==> config.mk <==
export PLATFORM = sky130hd
export DESIGN_NAME = btn_event_gen
export DESIGN_NICKNAME = d
export VERILOG_FILES = /design/src/rtl/btn_event_gen.sv
export SDC_FILE = /design/constraint.sdc
export NUM_CORES = 1
export LEC_CHECK = 0
export BUFFER_PORTS_ARGS = -buffer_cell sky130_fd_sc_hd__buf_2
export CAP_MARGIN = 20
export CORE_MARGIN = 10
export CORE_UTILIZATION = 58
export CTS_CLUSTER_SIZE = 40
export DETAILED_ROUTE_END_ITERATION = 6
export PLACE_DENSITY = 0.77
export SYNTH_ARGS = -nofsm -noshare
export SYNTH_HDL_FRONTEND = slang
export SYNTH_SLANG_ARGS = --single-unit
==> constraint.sdc <==
create_clock -name clk -period 3.21 [get_ports clk]
set_input_delay 0.321 -clock clk [delete_from_list [all_inputs] [get_ports clk]]
set_output_delay 0.321 -clock clk [all_outputs]
set_load 0.01 [all_outputs]
==> src/rtl/btn_event_gen.sv <==
// Turns a debounced button level into press / release / long-press / auto-repeat strobes.
// Every output is registered; the counter advances only on the tick time-base strobe.
module btn_event_gen #(
    parameter int unsigned HOLD_TICKS   = 500,
    parameter int unsigned REPEAT_TICKS = 100,
    parameter int unsigned CNT_W        = 16
) (
    input  logic clk,
    input  logic rst,
    input  logic tick,
    input  logic level,
    output logic press_pulse,
    output logic release_pulse,
    output logic long_pulse,
    output logic repeat_pulse,
    output logic holding
);

    // Terminal counts: the tick that sees cnt at this value is the HOLD/REPEAT-th one.
    localparam logic [CNT_W-1:0] HoldLast   = CNT_W'(HOLD_TICKS - 1);
    localparam logic [CNT_W-1:0] RepeatLast = CNT_W'(REPEAT_TICKS - 1);

    typedef enum logic [1:0] {
        StWaitLow,
        StIdle,
        StPressed,
        StRepeat
    } state_e;

    state_e            state_q, state_d;
    logic [CNT_W-1:0]  cnt_q, cnt_d;
    logic              press_q, press_d;
    logic              release_q, release_d;
    logic              long_q, long_d;
    logic              repeat_q, repeat_d;
    logic              holding_q, holding_d;

    // Next state, counter and strobes; release wins over a tick on the same edge.
    always_comb begin
        state_d   = state_q;
        cnt_d     = cnt_q;
        press_d   = 1'b0;
        release_d = 1'b0;
        long_d    = 1'b0;
        repeat_d  = 1'b0;

        unique case (state_q)
            // Button may already be down out of reset; require a low level before arming.
            StWaitLow: begin
                if (!level) begin
                    state_d = StIdle;
                end
            end
            StIdle: begin
                if (level) begin
                    state_d = StPressed;
                    cnt_d   = '0;
                    press_d = 1'b1;
                end
            end
            StPressed: begin
                if (!level) begin
                    state_d   = StIdle;
                    cnt_d     = '0;
                    release_d = 1'b1;
                end else if (tick) begin
                    if (cnt_q == HoldLast) begin
                        state_d  = StRepeat;
                        cnt_d    = '0;
                        long_d   = 1'b1;
                        repeat_d = 1'b1;
                    end else begin
                        cnt_d = cnt_q + 1'b1;
                    end
                end
            end
            StRepeat: begin
                if (!level) begin
                    state_d   = StIdle;
                    cnt_d     = '0;
                    release_d = 1'b1;
                end else if (tick) begin
                    if (cnt_q == RepeatLast) begin
                        cnt_d    = '0;
                        repeat_d = 1'b1;
                    end else begin
                        cnt_d = cnt_q + 1'b1;
                    end
                end
            end
            default: begin
                state_d = StWaitLow;
                cnt_d   = '0;
            end
        endcase

        holding_d = (state_d == StRepeat);
    end

    // State, counter and output registers with synchronous reset.
    always_ff @(posedge clk) begin
        if (rst) begin
            state_q   <= StWaitLow;
            cnt_q     <= '0;
            press_q   <= 1'b0;
            release_q <= 1'b0;
            long_q    <= 1'b0;
            repeat_q  <= 1'b0;
            holding_q <= 1'b0;
        end else begin
            state_q   <= state_d;
            cnt_q     <= cnt_d;
            press_q   <= press_d;
            release_q <= release_d;
            long_q    <= long_d;
            repeat_q  <= repeat_d;
            holding_q <= holding_d;
        end
    end

    assign press_pulse   = press_q;
    assign release_pulse = release_q;
    assign long_pulse    = long_q;
    assign repeat_pulse  = repeat_q;
    assign holding       = holding_q;

endmodule

==> results.toml, run 1 <==
[outcome]
run_status = "finished clean"

[global_routing]
grt_max_degree = 14
residual_overflow_from_global_routing = 0
grt_first_pass_wirelength_um = 4430
via_count_of_the_first_global_routing_pass = 968
track_usage_pct = 12.2
grt_antenna_before_repair = 0

[routing]
drtAntennaViolNets = 0
detail_route.vias_per_cell = 5.83
drc = 0
vias = 1009
drt_iter0_markers = 54
drtPass1Iterations = 4
wl_um = 2530
routed_wire_length_per_instance_um = 14.6

[critical_path]
crit_required_ps = 3410
crit_start = "state_q[0]$_SDFF_PP0_"
worst-endpoint-arrival_ps = 2590
r2r_cells = 7
timing.reg2reg.setup_slack_ps = 820
timing.rr.end = "cnt_q[15]$_SDFFE_PP0P_"
crit_path_max_fanout = 12
cp-start-kind = "register"
timing.setup.critical_path_class = "register to register"
crit_path_end_kind = "register"
reg2reg_from = "state_q[0]$_SDFF_PP0_"

[clock_network]
cts_repair_resize_count = 0
htreeDepth = 1
max_root_sink_buffers = 2
clock_latency_reported_for_the_late_side_of_the_worst_skew_pair_ps = 310
numCtsBuffers = 3
cts_sinks = 23
postCtsSetupRepairBufs = 0
postCtsHoldBufs = 0
clkTransAtPathRegs_ps = 120
cts_tree = "built"
clock_tree.root_cell = "clkbuf_4"

[synth]
ys_ff_latch = 23
ys.flop_type = "dfxtp_1"
synthesis.nets = 148
synthDominantAreaCellType = "dfxtp_1"
synth.top_cells.by_area = "dfxtp_1 36%, xor2_1 6.2%, ha_1 5.9%"
synth_top_cell_area_share_pct = 36.0
synth_area_per_cell_um2 = 9.28
number_of_flops_mapped_to_enable_cells_by_yosys = 0
synth_async_sr_flop_share_pct = 0
synth.cells.most_frequent = "23 x dfxtp_1, 17 x nor2_1, 10 x nand4_1"
synth_cell_types = 41
synth-seq-area-share_pct = 36.0
post-synth-top-count-cell = "dfxtp_1"
synth.cell_area_um2 = 1280
post_synth_inst_count = 138
ys.warnings.count = 0

[floorplan]
start_util_pct = 63.3
floorplan.core_area_um2 = 2020
io_pins = 9
placement_rows = 16
die_height_um = 67.0
die-width_um = 67.0
fp.dieArea_um2 = 4490

[layout]
n_fill_cell = 177
share_of_cells_above_drive_strength_1_pct = 15.1
antenna_cells_inserted = 0
area_delta_synth_final_pct = 6.06
area_taken_by_multi_input_logic_gates_um2 = 773
finalNetCount = 157
sequential_cell_area_um2 = 460
final_core_utilization_pct = 67.1

[worst_hold_path]
whs_endpoint = "state_q[1]$_SDFF_PP0_"
holdCritPathClass = "primary input to register"
worstHoldPathCells = 2
holdCritStartpoint = "rst"

[timing]
timing_hold_violations_final = 0
finClkSkew_ps = 3.54
relSlewSlack_pct = 58.1
final.setup.worst_slack_ps = 819
final_max_slew_viol_count = 0
grt_setup_unrepaired = "false"
worst_slew_pin_slew_ps = 623
final-setup-viol-count = 0
timing.hold.ws_ps = 267
finalCritPeriodShare_pct = 74.5
achievable-frequency_mhz = 418
period_minus_slack_ps = 2390
totalNegativeSetupSlack_ps = 0

[place]
post-place-ws_ps = 854
numPortBuffers = 8
routabilityCongestion = 0.901
dp_hpwl_um = 1970

[pwr]
ir_worst_vdd_mv = 0.291
p_per_area_nw_per_um2 = 376
power.static_leakage_uw = 0.000476
total_power_uw = 510

[run]
maxCapViolCount = 0
## report_power, final
part           internal [uW]  switching (uW)  total, uW
logic                   29.0            53.9       82.9
clock network           46.5            85.9        132
registers                290            5.09        295
## stage by stage
stage | area (um2) | cells
after floorplan | 1280 | 138
after global placement | 1330 | 169
after detailed placement | 1330 | 169
after CTS | 1360 | 173
after global routing | 1360 | 173
final | 1360 | 173
## state kept, by name, summed over array words and instances, names as in the netlist
register,flops
cnt_q,16
repeat_pulse,1
press_pulse,1
holding,1
long_pulse,1
state_q,2
release_pulse,1
## cell families after synthesis
group	count (synthesis)	share of synthesized area, %
AO/OA/AOI/OAI	23	17.3
XOR/XNOR	11	7.53
adder cells (fa/ha/maj)	6	5.86
buffers and inverters	10	3.62
flip-flops	23	36.0
multiplexers	1	0.782
AND/OR/NAND/NOR	64	28.9
## worst max-delay path: stages (launching register included)
cell      delay, ps
dfxtp_1         460
inv_1           120
ha_1            280
o21ba_4         240
a211oi_4        440
or2_1           230
o21a_1          410
nor2_1          100
## area by class of cell
class                   instances  share of cell area [%]
clock buffers                   3                    1.66
repair buffers                  8                    2.95
multi-input cells             105                    57.0
inverters                       6                    1.66
well taps                      27                    2.49
clock inverters                 1                   0.369
flip-flops and latches         23                    33.9
## placed cells by master (no fill, tap or decap), drive strengths merged, types with 2 or more instances in the layout
cell and count:
dfxtp 23, nor2 17, nand4 10, xor2 9, buf 8, nand2 7, ha 6, inv 6
a21oi 5, nor3 4, o21a 4, nand3 4, nor4 4, nand2b 3, nor3b 3, o311ai 3
clkbuf 3, and4b 2, and3 2, and4 2, a21o 2, xnor2 2, and2 2, a211oi 2
a2111oi 2
## metal layers
metal  GRT usage (%)  part of all wire (%)  up-vias
li1                -                     -      519
met1            15.2                    47      467
met2            19.7                    47       21
met3            3.34                   5.1        2
met4            3.85                  0.67        0
met5               0                     0        -
## how the worst max path moves through the flow
stage | end | slack (ps)
2_1_floorplan | cnt_q[4]$_SDFFE_PP0P_ | 1210
3_5_place_dp | cnt_q[2]$_SDFFE_PP0P_ | 850
3_3_place_gp | cnt_q[15]$_SDFFE_PP0P_ | 950
4_1_cts | cnt_q[13]$_SDFFE_PP0P_ | 830
6_report | cnt_q[15]$_SDFFE_PP0P_ | 820
5_1_grt | cnt_q[13]$_SDFFE_PP0P_ | 640
Note: power is estimated with default switching activity, not from simulation.
==> run 2, diff against run 1 <==
--- a/config.mk
+++ b/config.mk
@@ -8,10 +8,10 @@
 export BUFFER_PORTS_ARGS = -buffer_cell sky130_fd_sc_hd__buf_2
 export CAP_MARGIN = 20
 export CORE_MARGIN = 10
-export CORE_UTILIZATION = 58
+export CORE_UTILIZATION = 53
 export CTS_CLUSTER_SIZE = 40
 export DETAILED_ROUTE_END_ITERATION = 6
-export PLACE_DENSITY = 0.77
+export PLACE_DENSITY = 0.74
 export SYNTH_ARGS = -nofsm -noshare
 export SYNTH_HDL_FRONTEND = slang
 export SYNTH_SLANG_ARGS = --single-unit
==> constraint.sdc (replaced) <==
create_clock -name clk -period 2 [get_ports clk]
set_input_delay 0.2 -clock clk [delete_from_list [all_inputs] [get_ports clk]]
set_output_delay 0.2 -clock clk [all_outputs]
set_load 0.01 [all_outputs]
==> run 2 against run 1 <==
Net effect:
- global-route usage is 1.2 points lower
- combinational power increased by 110%
- worst hold slack lost 110 ps
- highest routed layer unchanged
- flip-flop and latch count unchanged
- final area rose by 7.0%
- critical endpoint is now cnt_q[0]$_SDFFE_PP0P_
- via count increased by 4.9%
==> results.toml, run 2 (same netlist as run 1, synthesis figures left out) <==
[clock_network]
clock_latency_reported_for_the_late_side_of_the_worst_skew_pair_ps = 320
cts_tree = "built"
htreeDepth = 1
clkTransAtPathRegs_ps = 130
numCtsBuffers = 3
postCtsHoldBufs = 0
cts_sinks = 23
clock_tree.root_cell = "clkbuf_4"
max_root_sink_buffers = 2

[place]
routabilityCongestion = 0.848
post-place-ws_ps = -1.25
numPortBuffers = 8
dp_hpwl_um = 2020

[timing]
finClkSkew_ps = 14.3
relSlewSlack_pct = 66.7
finalCritPeriodShare_pct = 95.9
timing_hold_violations_final = 0
achievable-frequency_mhz = 521
grt_setup_unrepaired = "true"
period_minus_slack_ps = 1920
worst_slew_pin_slew_ps = 496
final_max_slew_viol_count = 0
timing.hold.ws_ps = 158
final.setup.worst_slack_ps = 81.2
final-setup-viol-count = 0

[floorplan]
fp.dieArea_um2 = 4780
die_height_um = 69.1
placement_rows = 17
die-width_um = 69.1
io_pins = 9
floorplan.core_area_um2 = 2250
start_util_pct = 56.8

[critical_path]
delay_heaviest_family_cp = "compound AO/OA/AOI/OAI gates"
critical_path.n_buffers_inverters = 1
crit_path_end_kind = "register"
critical_path.cell_chain = "inv_1 > ha_1 > o21ba_4 > a211oi_4 > or4b_1 > a21oi_1"
crit_path_top_delay_cell = "or4b_1"
crit_required_ps = 2250
worst-endpoint-arrival_ps = 2170
timing.setup.critical_path_class = "register to register"
slowest_delay_ps = 470
cp-start-kind = "register"
crit_path_max_fanout = 6

[global_routing]
residual_overflow_from_global_routing = 0
via_count_of_the_first_global_routing_pass = 1001
grt_max_degree = 13
grt_first_pass_wirelength_um = 4550
track_usage_pct = 11.0
grt_antenna_before_repair = 0

[routing]
drtPass1Iterations = 4
routed_wire_length_per_instance_um = 15.0
drt_iter0_markers = 84
wl_um = 2710
detail_route.vias_per_cell = 5.85
vias = 1058
drtAntennaViolNets = 0
drc = 0

[layout]
layout_commonest_cell = "dfxtp_1"
area_delta_synth_final_pct = 13.5
share_of_cells_above_drive_strength_1_pct = 19.6
regMostFlops = "cnt_q"
layout.cells.most_common_list = "21 x dfxtp_1, 17 x nor2_1, 10 x nand4_1"
finalNetCount = 164
flip_flop_count_of_the_largest_register_all_copies_and_words_added = 16
reg.largest.list = "cnt_q: 16 flops, state_q: 2 flops"
antenna_cells_inserted = 0

[pwr]
power.static_leakage_uw = 0.000521
ir_worst_vdd_mv = 0.491
total_power_uw = 871
p_per_area_nw_per_um2 = 600

[worst_hold_path]
holdCritPathClass = "primary input to register"

[run]
maxCapViolCount = 0

[outcome]
run_status = "finished clean"
-- run 2: cell types whose count changed in the layout (fill, tap and decap cells not counted), sizes merged --
cell    change
clkinv      -1
clkbuf      +1
buf         +7
-- run 2: path summary, 6_finish.rpt --
path,from,to,slack (ps),cells past startpoint
worst max-delay path,state_q[0]$_SDFF_PP0_,cnt_q[0]$_SDFFE_PP0P_,80,6
worst min-delay path,rst,holding$_SDFF_PP0_,160,2
worst max register to register,state_q[0]$_SDFF_PP0_,cnt_q[0]$_SDFFE_PP0P_,80,6
worst min register to register,cnt_q[15]$_SDFFE_PP0P_,cnt_q[15]$_SDFFE_PP0P_,560,2
-- run 2: per-layer routing --
layer	global-route usage [%]	vias to the layer above	wire length, um
met5	0	-	0
met4	3.99	0	46
met3	4.14	6	121
met2	17.0	18	1250
met1	13.4	498	1290
li1	-	536	-
-- run 2: power breakdown --
part           switching [uW]  internal, uW
clock network             141          78.2
logic                     103          75.3
registers                7.65           467
total                     251           620
-- run 2: layout make-up --
cell class / count / area, um2
Fill cell: 189 / 802
Multi-Input combinational cell: 105 / 786
Sequential cell: 23 / 465
Timing Repair Buffer: 15 / 118
Tap cell: 28 / 35.0
Clock buffer: 4 / 26.3
Inverter: 6 / 22.5
-- run 2: repair_timing --
item                       4_1_cts  5_1_grt
setup endpoints to repair       10       16
gates cloned                     0        0
resized for setup                2        2
pin swaps                        0        2
setup buffers                    0        1
-- run 2: per-stage QoR --
step                area [um2]  setup TNS, ps  utilization (%)  std cells
floorplan                 1280              0                -        138
global placement          1390              0             61.6        176
detailed placement        1390          -1.25             61.6        176
CTS                       1430              0             63.4        180
global route              1450          -20.5             64.4        181
finish                    1450              0             64.4        181
==> run 3, diff against run 2 <==
--- a/config.mk
+++ b/config.mk
@@ -11,7 +11,7 @@
 export CORE_UTILIZATION = 53
 export CTS_CLUSTER_SIZE = 40
 export DETAILED_ROUTE_END_ITERATION = 6
-export PLACE_DENSITY = 0.74
+export PLACE_DENSITY = 0.82
 export SYNTH_ARGS = -nofsm -noshare
 export SYNTH_HDL_FRONTEND = slang
 export SYNTH_SLANG_ARGS = --single-unit
==> run 3 against run 2 <==
Net effect:
- final area decreased by 1.0%
- flip-flop and latch count unchanged
- register-to-register slack improved by 20 ps
- sequential power about the same
- power increased by 1.0%
- clock-buffer cell count unchanged
- utilization decreased by 0.67 points
- first-iteration DRC count increased by 6.0%
- clock power increased by 5%
- critical path depth increased by 2
- sequential share of layout area increased by 0.33 points
- worst hold slack got worse by 31 ps
- critical endpoint is now cnt_q[2]$_SDFFE_PP0P_
- largest cell class unchanged
- largest power group unchanged
==> results.toml, run 3 (same netlist as run 1, synthesis figures left out) <==
[routing]
drtPass1Iterations = 4
met3_wirelength_um = 136
wl_um = 2730
top_layer_used = "met4"
routed_wire_length_per_instance_um = 15.2
wirelength_met1_um = 1250
drt_iter0_markers = 89
detail_route.vias_per_cell = 6.09
drc = 0
drtAntennaViolNets = 0
vias = 1090
met2_length_um = 1310

[place]
numPortBuffers = 8
routabilityCongestion = 0.949
dp_hpwl_um = 2060
place_area_um2 = 1370

[critical_path]
reg2reg_from = "state_q[0]$_SDFF_PP0_"
crit_required_ps = 2220
worst-endpoint-arrival_ps = 2120
crit_path_end_kind = "register"
crit_path_max_fanout = 12
timing.reg2reg.setup_slack_ps = 100
cp-start-kind = "register"
timing.setup.critical_path_class = "register to register"
timing.rr.end = "cnt_q[2]$_SDFFE_PP0P_"
r2r_cells = 8

[clock_network]
postCtsHoldBufs = 0
clock_tree.root_cell = "clkbuf_4"
clkTransAtPathRegs_ps = 150
cts_sinks = 23
cts_tree = "built"
htreeDepth = 1
clock_latency_reported_for_the_late_side_of_the_worst_skew_pair_ps = 320
numCtsBuffers = 3
max_root_sink_buffers = 2

[pwr]
p_per_area_nw_per_um2 = 612
total_power_uw = 880
ir_worst_vdd_mv = 0.311
power.static_leakage_uw = 0.000510

[layout]
flip_flop_count_of_the_largest_register_all_copies_and_words_added = 16
regMostFlops = "cnt_q"
finalInstanceArea_um2 = 1440
reg.largest.list = "cnt_q: 16 flops, state_q: 2 flops"
n_fill_cell = 186
share_of_cells_above_drive_strength_1_pct = 18.5
layout.cells.most_common_list = "21 x dfxtp_1, 17 x nor2_1, 10 x nand4_1"
area_delta_synth_final_pct = 12.3
layout_commonest_cell = "dfxtp_1"
finalNetCount = 162
antenna_cells_inserted = 0
final_core_utilization_pct = 63.8

[outcome]
run_status = "finished clean"

[timing]
timing_hold_violations_final = 0
achievable-frequency_mhz = 526
totalNegativeSetupSlack_ps = 0
relSlewSlack_pct = 61.2
final_max_slew_viol_count = 0
finClkSkew_ps = 15.0
worst_slew_pin_slew_ps = 576
final-setup-viol-count = 0
timing.hold.ws_ps = 126
period_minus_slack_ps = 1900
finalCritPeriodShare_pct = 95.0

[global_routing]
grt_first_pass_wirelength_um = 4420
track_usage_pct = 10.6
via_count_of_the_first_global_routing_pass = 979
grt_max_degree = 13
grt_antenna_before_repair = 0
residual_overflow_from_global_routing = 0

[worst_hold_path]
holdCritStartpoint = "rst"
worstHoldPathCells = 2
whs_endpoint = "state_q[1]$_SDFF_PP0_"
holdCritPathClass = "primary input to register"

[floorplan]
placement_rows = 17
die_height_um = 69.1
die-width_um = 69.1
fp.dieArea_um2 = 4780
io_pins = 9
start_util_pct = 56.8
floorplan.core_area_um2 = 2250

[run]
maxCapViolCount = 0
## run 3: cell count changes in the layout (fill, tap and decap cells not counted)
| cell | change |
|---|---|
| buf_4 | -2 |
## run 3: area by class of cell
class | count | area, um2 | share of cell area [%]
well taps | 28 | 35.0 | 2.44
multi-input cells | 105 | 786 | 54.7
inverters | 6 | 22.5 | 1.57
flip-flops and latches | 23 | 465 | 32.4
repair buffers | 13 | 103 | 7.14
clock buffers | 4 | 26.3 | 1.83
## run 3: routing by layer
layer	up-vias	global-route usage, %
li1	531	-
met1	523	12.8
met2	32	17.2
met3	4	2.71
met4	0	4.21
met5	-	0
## run 3: power by group
group	total [uW]	switching, uW	internal (uW)
Sequential	474	7.63	467
Combinational	176	101	75.1
Clock	230	152	77.9
## run 3: critical path: stages, from the launching register on
cell      delay, ps
dfxtp_4         400
inv_1            90
ha_1            230
o21ba_4         230
a211oi_4        290
or2_1           190
o21a_1          170
buf_12          140
nor2_1           50
## run 3: worst max-delay path by stage
stage / from / end / slack, ps / cells after the start
after floorplan: state_q[0]$_SDFF_PP0_ / cnt_q[4]$_SDFFE_PP0P_ / 1 / 8
after global placement: state_q[0]$_SDFF_PP0_ / cnt_q[13]$_SDFFE_PP0P_ / 80 / 8
after detailed placement: state_q[0]$_SDFF_PP0_ / cnt_q[15]$_SDFFE_PP0P_ / 8 / 7
after CTS: state_q[0]$_SDFF_PP0_ / cnt_q[2]$_SDFFE_PP0P_ / 60 / 8
after global routing: state_q[1]$_SDFF_PP0_ / cnt_q[2]$_SDFFE_PP0P_ / -20 / 8
final: state_q[0]$_SDFF_PP0_ / cnt_q[2]$_SDFFE_PP0P_ / 100 / 8
## run 3: repair_timing
| item | in CTS | in global routing |
|---|---|---|
| setup buffers | 0 | 1 |
| endpoints found under the setup margin | 11 | 16 |
| pin swaps | 0 | 3 |
| resized for setup | 2 | 2 |
## run 3: metrics by stage
stage / setup WS (ps) / instances
floorplan: 1.12 / 138
global placement: 84.6 / 174
detailed placement: 8.42 / 174
CTS: 64.2 / 178
global route: -18.1 / 179
finish: 99.0 / 179
